===== config.mk =====
export PLATFORM = sky130hd
export DESIGN_NAME = mul16_engine_flat
export DESIGN_NICKNAME = d
export VERILOG_FILES = /design/src/rtl/mul16_engine_if.sv /design/src/rtl/mul16_engine.sv /design/src/flat_wrapper.sv
export SDC_FILE = /design/constraint.sdc
export NUM_CORES = 1
export LEC_CHECK = 0
export ABC_CLOCK_PERIOD_IN_PS = 2940
export BUFFER_PORTS_ARGS = -buffer_cell sky130_fd_sc_hd__buf_2
export CAP_MARGIN = 5
export CORE_MARGIN = 2
export CORE_UTILIZATION = 30
export CTS_CLUSTER_DIAMETER = 150
export DETAILED_ROUTE_END_ITERATION = 6
export PLACE_DENSITY = 0.46
export SLEW_MARGIN = 25
export SYNTH_ARGS = -nofsm -noshare
export SYNTH_HDL_FRONTEND = slang
export SYNTH_SLANG_ARGS = --single-unit

===== constraint.sdc =====
create_clock -name clk -period 2.94 [get_ports clk]
set_input_delay 0.441 -clock clk [delete_from_list [all_inputs] [get_ports clk]]
set_output_delay 0.441 -clock clk [all_outputs]
set_load 0.01 [all_outputs]

===== src/rtl/mul16_engine_if.sv =====
// Start/done handshake plus byte-wide data-memory port shared with dm.
// master = the multiply engine, slave = the host/memory side.
interface mul16_engine_if;
    logic       start;
    logic       done;
    logic [7:0] mem_addr;
    logic [7:0] mem_rdata;
    logic       mem_wen;
    logic [7:0] mem_wdata;

    modport master (
        input  start,
        input  mem_rdata,
        output done,
        output mem_addr,
        output mem_wen,
        output mem_wdata
    );

    modport slave (
        output start,
        output mem_rdata,
        input  done,
        input  mem_addr,
        input  mem_wen,
        input  mem_wdata
    );
endinterface


===== src/rtl/mul16_engine.sv =====
// Signed 16x16 -> 32 multiply engine: loads operand pairs from dm, shift-add multiplies, stores big-endian.
// Optional MUL_RADIX4_EN: retire two multiplier bits per MUL cycle (8-cycle MUL instead of 16).
module mul16_engine #(
    parameter int NPAIRS   = 16,
    parameter int OP_BASE  = 0,
    parameter int RES_BASE = 64
) (
    input  logic           clk,
    input  logic           rst_n,
    mul16_engine_if.master bus
);

`ifdef MUL_RADIX4_EN
    localparam int MUL_CYCLES = 8;
    localparam int MUL_SHIFT  = 2;
`else
    localparam int MUL_CYCLES = 16;
    localparam int MUL_SHIFT  = 1;
`endif

    typedef enum logic [2:0] {
        S_IDLE  = 3'd0,
        S_LOAD  = 3'd1,
        S_MUL   = 3'd2,
        S_STORE = 3'd3,
        S_DONE  = 3'd4
    } state_t;

    state_t      r_state;
    state_t      w_state_next;

    logic        r_start_q;
    logic [3:0]  r_cnt;
    logic [7:0]  r_k;
    logic [15:0] r_a;
    logic [7:0]  r_b_hi;
    logic [31:0] r_mcand;
    logic [15:0] r_mplier;
    logic [31:0] r_acc;
    logic        r_neg;
    logic [7:0]  r_addr_hold;

    logic        w_launch;
    logic        w_active;
    logic        w_abort;
    logic        w_load_end;
    logic        w_mul_end;
    logic        w_store_end;
    logic        w_last_pair;
    logic [15:0] w_b;
    logic [15:0] w_a_mag;
    logic [15:0] w_b_mag;
    logic [31:0] w_step_add;
    logic [31:0] w_result;
    logic [7:0]  w_pair_off;
    logic [7:0]  w_load_addr;
    logic [7:0]  w_store_addr;
    logic [7:0]  w_res_byte [4];

    assign w_launch    = (r_state == S_IDLE) && !bus.start && r_start_q;
    assign w_active    = (r_state == S_LOAD) || (r_state == S_MUL) || (r_state == S_STORE);
    assign w_abort     = w_active && bus.start;
    assign w_load_end  = (r_state == S_LOAD)  && (r_cnt == 4'd3);
    assign w_mul_end   = (r_state == S_MUL)   && (r_cnt == 4'(MUL_CYCLES - 1));
    assign w_store_end = (r_state == S_STORE) && (r_cnt == 4'd3);
    assign w_last_pair = (r_k == 8'(NPAIRS - 1));

    // B's low byte is still on the bus in the last LOAD cycle, so B is assembled combinationally.
    assign w_b     = {r_b_hi, bus.mem_rdata};
    assign w_a_mag = r_a[15] ? 16'(-r_a) : r_a;
    assign w_b_mag = w_b[15] ? 16'(-w_b) : w_b;

`ifdef MUL_RADIX4_EN
    assign w_step_add = (r_mplier[0] ? r_mcand : 32'd0)
                      + (r_mplier[1] ? {r_mcand[30:0], 1'b0} : 32'd0);
`else
    assign w_step_add = r_mplier[0] ? r_mcand : 32'd0;
`endif

    // Negating a zero magnitude yields zero, so the non-zero condition needs no extra gate.
    assign w_result = r_neg ? 32'(-r_acc) : r_acc;

    genvar gi;
    generate
        for (gi = 0; gi < 4; gi++) begin : g_res_byte
            assign w_res_byte[gi] = w_result[8*gi +: 8];
        end
    endgenerate

    assign w_pair_off   = {r_k[5:0], 2'b00};
    assign w_load_addr  = 8'(OP_BASE)  + w_pair_off + {6'd0, r_cnt[1:0]};
    assign w_store_addr = 8'(RES_BASE) + w_pair_off + {6'd0, r_cnt[1:0]};

    always_ff @(posedge clk or negedge rst_n) begin
        if (!rst_n) begin
            r_state <= S_IDLE;
        end else begin
            r_state <= w_state_next;
        end
    end

    always_comb begin
        w_state_next = r_state;
        case (r_state)
            S_IDLE: begin
                if (w_launch) w_state_next = S_LOAD;
            end
            S_LOAD: begin
                if (w_abort)         w_state_next = S_IDLE;
                else if (w_load_end) w_state_next = S_MUL;
            end
            S_MUL: begin
                if (w_abort)        w_state_next = S_IDLE;
                else if (w_mul_end) w_state_next = S_STORE;
            end
            S_STORE: begin
                if (w_abort)          w_state_next = S_IDLE;
                else if (w_store_end) w_state_next = w_last_pair ? S_DONE : S_LOAD;
            end
            S_DONE: begin
                if (bus.start) w_state_next = S_IDLE;
            end
            default: w_state_next = S_IDLE;
        endcase
    end

    always_comb begin
        bus.mem_addr  = r_addr_hold;
        bus.mem_wen   = 1'b0;
        bus.mem_wdata = 8'd0;
        bus.done      = 1'b0;
        case (r_state)
            S_LOAD: begin
                bus.mem_addr = w_load_addr;
            end
            S_STORE: begin
                bus.mem_addr  = w_store_addr;
                bus.mem_wen   = 1'b1;
                bus.mem_wdata = w_res_byte[2'(2'd3 - r_cnt[1:0])];
            end
            S_DONE: begin
                bus.done = 1'b1;
            end
            default: ;
        endcase
    end

    always_ff @(posedge clk or negedge rst_n) begin
        if (!rst_n) begin
            r_start_q   <= 1'b1;
            r_cnt       <= 4'd0;
            r_k         <= 8'd0;
            r_a         <= 16'd0;
            r_b_hi      <= 8'd0;
            r_mcand     <= 32'd0;
            r_mplier    <= 16'd0;
            r_acc       <= 32'd0;
            r_neg       <= 1'b0;
            r_addr_hold <= 8'd0;
        end else begin
            r_start_q <= bus.start;

            if (w_active && (w_state_next == r_state)) r_cnt <= 4'(r_cnt + 4'd1);
            else                                       r_cnt <= 4'd0;

            if (r_state == S_IDLE)                    r_k <= 8'd0;
            else if (w_store_end && !w_last_pair)     r_k <= 8'(r_k + 8'd1);

            if ((r_state == S_LOAD) || (r_state == S_STORE)) r_addr_hold <= bus.mem_addr;

            if (r_state == S_LOAD) begin
                case (r_cnt[1:0])
                    2'd0: r_a[15:8] <= bus.mem_rdata;
                    2'd1: r_a[7:0]  <= bus.mem_rdata;
                    2'd2: r_b_hi    <= bus.mem_rdata;
                    default: begin
                        r_mcand  <= {16'd0, w_a_mag};
                        r_mplier <= w_b_mag;
                        r_neg    <= r_a[15] ^ w_b[15];
                        r_acc    <= 32'd0;
                    end
                endcase
            end

            // Multiplicand shifts up as multiplier bits retire LSB first.
            if (r_state == S_MUL) begin
                r_acc    <= r_acc + w_step_add;
                r_mcand  <= r_mcand << MUL_SHIFT;
                r_mplier <= r_mplier >> MUL_SHIFT;
            end
        end
    end

endmodule


===== src/flat_wrapper.sv =====
// flat-port wrapper written by rule: the top's interface ports become plain ports
module mul16_engine_flat 
#(
    parameter int NPAIRS   = 16,
    parameter int OP_BASE  = 0,
    parameter int RES_BASE = 64
)
  (clk, rst_n, bus_start, bus_mem_rdata, bus_done, bus_mem_addr, bus_mem_wen, bus_mem_wdata);
  mul16_engine_if bus_i ();
  input  logic clk;
  input  logic rst_n;
  input wire logic [$bits(bus_i.start)-1:0] bus_start;
  input wire logic [$bits(bus_i.mem_rdata)-1:0] bus_mem_rdata;
  output wire logic [$bits(bus_i.done)-1:0] bus_done;
  output wire logic [$bits(bus_i.mem_addr)-1:0] bus_mem_addr;
  output wire logic [$bits(bus_i.mem_wen)-1:0] bus_mem_wen;
  output wire logic [$bits(bus_i.mem_wdata)-1:0] bus_mem_wdata;
  assign bus_i.start = bus_start;
  assign bus_i.mem_rdata = bus_mem_rdata;
  assign bus_done = bus_i.done;
  assign bus_mem_addr = bus_i.mem_addr;
  assign bus_mem_wen = bus_i.mem_wen;
  assign bus_mem_wdata = bus_i.mem_wdata;
  mul16_engine #(.NPAIRS(NPAIRS), .OP_BASE(OP_BASE), .RES_BASE(RES_BASE)) u_core (.clk(clk), .rst_n(rst_n), .bus(bus_i));
endmodule

==> flow_summary.toml <==
[worst_hold_path]
worstHoldPathType = "input port to async pin"

[synthesis]
synth-main-ff-cell = "sky130_fd_sc_hd__dfrtp_1"
post_synth_num_cell_types = 61
synth_seq_area_share = 0.385
syn_avg_cell_area_um2 = 9.00
synthesis.instances = 932
syn_area_um2 = 8390
synth_enable_flop_cells = 0
postSynthNetCount = 986
synth-async-reset-ratio = 1.00
synth.yosys.warnings = 0
ys_seq_elements = 129

[timing]
worst_pin_slew_ns = 0.874
timing.max_slew.rel_slack = 0.413
achievable-frequency_mhz = 267
timing.final.setup_violations = 8
final.setup.worst_slack_ns = -0.803
timing.setup.tns_ns = -5.76
holdWs_ns = -0.00930
finalHoldViolCount = 17
clock_skew_ns = 0.00979
post-route-min-period_ns = 3.74
post-route-period-util = 1.27
final-max-slew-violation-count = 0
setup_repair_after_global_routing_missed_its_margin = "yes"

[layout]
layout.nets = 1093
postLayoutCoreUtil = 0.385
fillers = 2882
layout-drive-gt1-share = 0.249
area_delta_synth_final_pct = 26.7
layout.cells.most_common_list = "127 x sky130_fd_sc_hd__dfrtp_1, 117 x sky130_fd_sc_hd__nand2_1, 102 x sky130_fd_sc_hd__buf_4"
diode_insertion_count_for_antenna_repair = 0
mostFrequentLayoutCell = "sky130_fd_sc_hd__dfrtp_1"

[global_route]
grt_overflow = 0
first_global_vias = 7033
gr-usage-all-layers = 0.160
grt_first_pass_wirelength_um = 37100
grt_max_degree = 60
antenna_found_initial = 0

[setup_path]
worst-endpoint-arrival_ns = 3.30
worst_ep_required_time_ns = 2.50
critical_path.max_fanout = 5
crit_type = "register to output pin"
timing.critical_path.to_type = "output pin"
startpoint_class = "register"

[route]
drtAntennaViolNets = 0
drt_first_iter_violations = 366
drt_first_pass_iters = 4
avgViaCountPerCell = 4.90
wl_um = 22500
routed-via-count = 7010
drcViolationCount = 0
wl_per_cell_um = 15.7

[outcome]
status = "finished, violations left"
violated_checks = "negative hold slack, negative setup slack"

[floorplan]
rows = 61
top_level_ports = 29
initial_utilization = 0.304
die_height_um = 171
fp.coreArea_um2 = 27600
die_x_um = 171
die_area_um2 = 29300

[clocking]
cell_at_the_root_of_the_clock_tree = "sky130_fd_sc_hd__clkbuf_16"
maximum_buffer_depth_of_the_clock_tree = 2
clock_insertion_delay_worst_skew_ns = 0.42
path_clk_slew_ns = 0.06
cts_inserted_buffers = 17
cts.sink_count = 129
h_tree_levels = 4
cts_tree = "built"

[placement]
port_buffers = 28
dp_hpwl_um = 16500
gp_congestion = 0.783

[flow_run]
maxCapViolCount = 0

[power_and_ir_drop]
leakage_uw = 0.00477
post-layout-total-power_uw = 4600
cellPowerDensity_nw_per_um2 = 433
worst_ir_drop_vdd_mv = 0.322
[what timing repair did]
item / CTS / global route
hold buffers: 0 / 0
setup buffers: 3 / 4
gates cloned: 0 / 1
resized for setup: 21 / 49
hold endpoints to repair: 0 / 0
endpoints found under the setup margin: 20 / 24
pin swaps: 17 / 38
[state kept, by name (all words and copies together) (netlist names)]
| register | count |
|---|---|
| u_core.r_acc | 32 |
| u_core.r_mcand | 32 |
| u_core.r_a | 16 |
| u_core.r_mplier | 16 |
| u_core.r_addr_hold | 8 |
| u_core.r_b_hi | 8 |
| u_core.r_k | 8 |
| u_core.r_cnt | 4 |
| u_core.r_state | 3 |
| u_core.r_neg | 1 |
| u_core.r_start_q | 1 |
[cell type report]
class / count / area [um2] / share of cell area
Clock buffer: 19 / 443 / 0.0417
Clock inverter: 13 / 150 / 0.0141
Inverter: 23 / 86.3 / 0.00813
Multi-Input combinational cell: 731 / 5210 / 0.490
Sequential cell: 129 / 3230 / 0.304
Tap cell: 378 / 473 / 0.0445
Timing Repair Buffer: 137 / 1030 / 0.0972
[path summary, 6_finish.rpt]
path                                        from                    end  cells after the start  slack (ns)
min                                        rst_n  u_core.r_addr_hold[3]                      1      -0.009
min in group clk                       bus_start       u_core.r_start_q                      1        0.17
min reg2reg                u_core.r_addr_hold[1]  u_core.r_addr_hold[1]                      2        0.47
max in group asynchronous                  rst_n     u_core.r_mplier[0]                      2        2.26
max                             u_core.r_acc[12]       bus_mem_wdata[7]                      9       -0.80
max reg2reg                   u_core.r_mplier[0]       u_core.r_acc[30]                     12        0.06
[routing by layer]
metal | global-route usage | share of wire
met2 | 0.249 | 0.45
met4 | 0.0453 | 0.012
met3 | 0.0262 | 0.023
met1 | 0.228 | 0.52
met5 | 0 | 0
[report_power, final]
group	internal (uW)	total (uW)	switching [uW]	leakage, uW
clock network	1290	2140	854	0.000279
registers	1880	2000	118	0.00171
logic	217	466	249	0.00279
[kinds of logic after synthesis]
kind of cell,count (synthesis),share of synthesized area
XOR/XNOR,88,0.0919
adder cells (fa/ha/maj),43,0.0651
multiplexers,39,0.0539
AO/OA/AOI/OAI,271,0.202
flip-flops,129,0.385
AND/OR/NAND/NOR,290,0.170
buffers and inverters,72,0.0324
[cell usage after synthesis, types with 4 or more instances]
cell type	n	area, um2
sky130_fd_sc_hd__a21o_1	15	113
sky130_fd_sc_hd__a21oi_1	44	220
sky130_fd_sc_hd__a221o_1	4	40.0
sky130_fd_sc_hd__a22oi_1	26	195
sky130_fd_sc_hd__a31oi_1	7	43.8
sky130_fd_sc_hd__and2_1	37	231
sky130_fd_sc_hd__and3_1	8	50.1
sky130_fd_sc_hd__buf_1	5	18.8
sky130_fd_sc_hd__clkbuf_1	43	161
sky130_fd_sc_hd__dfrtp_1	128	3200
sky130_fd_sc_hd__ha_1	42	526
sky130_fd_sc_hd__inv_1	22	82.6
sky130_fd_sc_hd__mux2_2	29	327
sky130_fd_sc_hd__mux2i_1	8	80.1
sky130_fd_sc_hd__nand2_1	117	439
sky130_fd_sc_hd__nand2b_1	9	56.3
sky130_fd_sc_hd__nand3_1	30	150
sky130_fd_sc_hd__nor2_1	36	135
sky130_fd_sc_hd__nor2b_1	5	31.3
sky130_fd_sc_hd__nor3_1	11	55.1
sky130_fd_sc_hd__nor4_1	6	37.5
sky130_fd_sc_hd__o211ai_1	11	82.6
sky130_fd_sc_hd__o21ai_0	112	561
sky130_fd_sc_hd__o21bai_1	4	30.0
sky130_fd_sc_hd__o31ai_1	16	120
sky130_fd_sc_hd__o31ai_2	4	50.1
sky130_fd_sc_hd__o41ai_1	7	61.3
sky130_fd_sc_hd__or2_2	4	25.0
sky130_fd_sc_hd__or3_1	8	50.1
sky130_fd_sc_hd__xnor2_1	42	368
sky130_fd_sc_hd__xor2_1	46	403
[critical path: stages (launching register included)]
cell	delay, ns
sky130_fd_sc_hd__dfrtp_1	0.37
sky130_fd_sc_hd__or4_4	0.53
sky130_fd_sc_hd__or4_4	0.43
sky130_fd_sc_hd__or3_4	0.34
sky130_fd_sc_hd__or3b_4	0.45
sky130_fd_sc_hd__o31ai_4	0.24
sky130_fd_sc_hd__xor2_1	0.18
sky130_fd_sc_hd__o21ai_1	0.07
sky130_fd_sc_hd__and3_1	0.14
sky130_fd_sc_hd__buf_2	0.13
[per-stage QoR]
stage	setup slack [ns]	area (um2)	std cells	hold slack, ns
final	-0.803	10600	1430	-0.00930
after floorplan	-0.305	8410	932	0.145
after CTS	-0.890	10400	1425	0.0112
after detailed placement	-0.442	9650	1390	0.459
after global placement	-0.386	9620	1389	0.451
after global routing	-0.932	10600	1430	0.0247
Note: power is estimated with default switching activity, not from simulation.
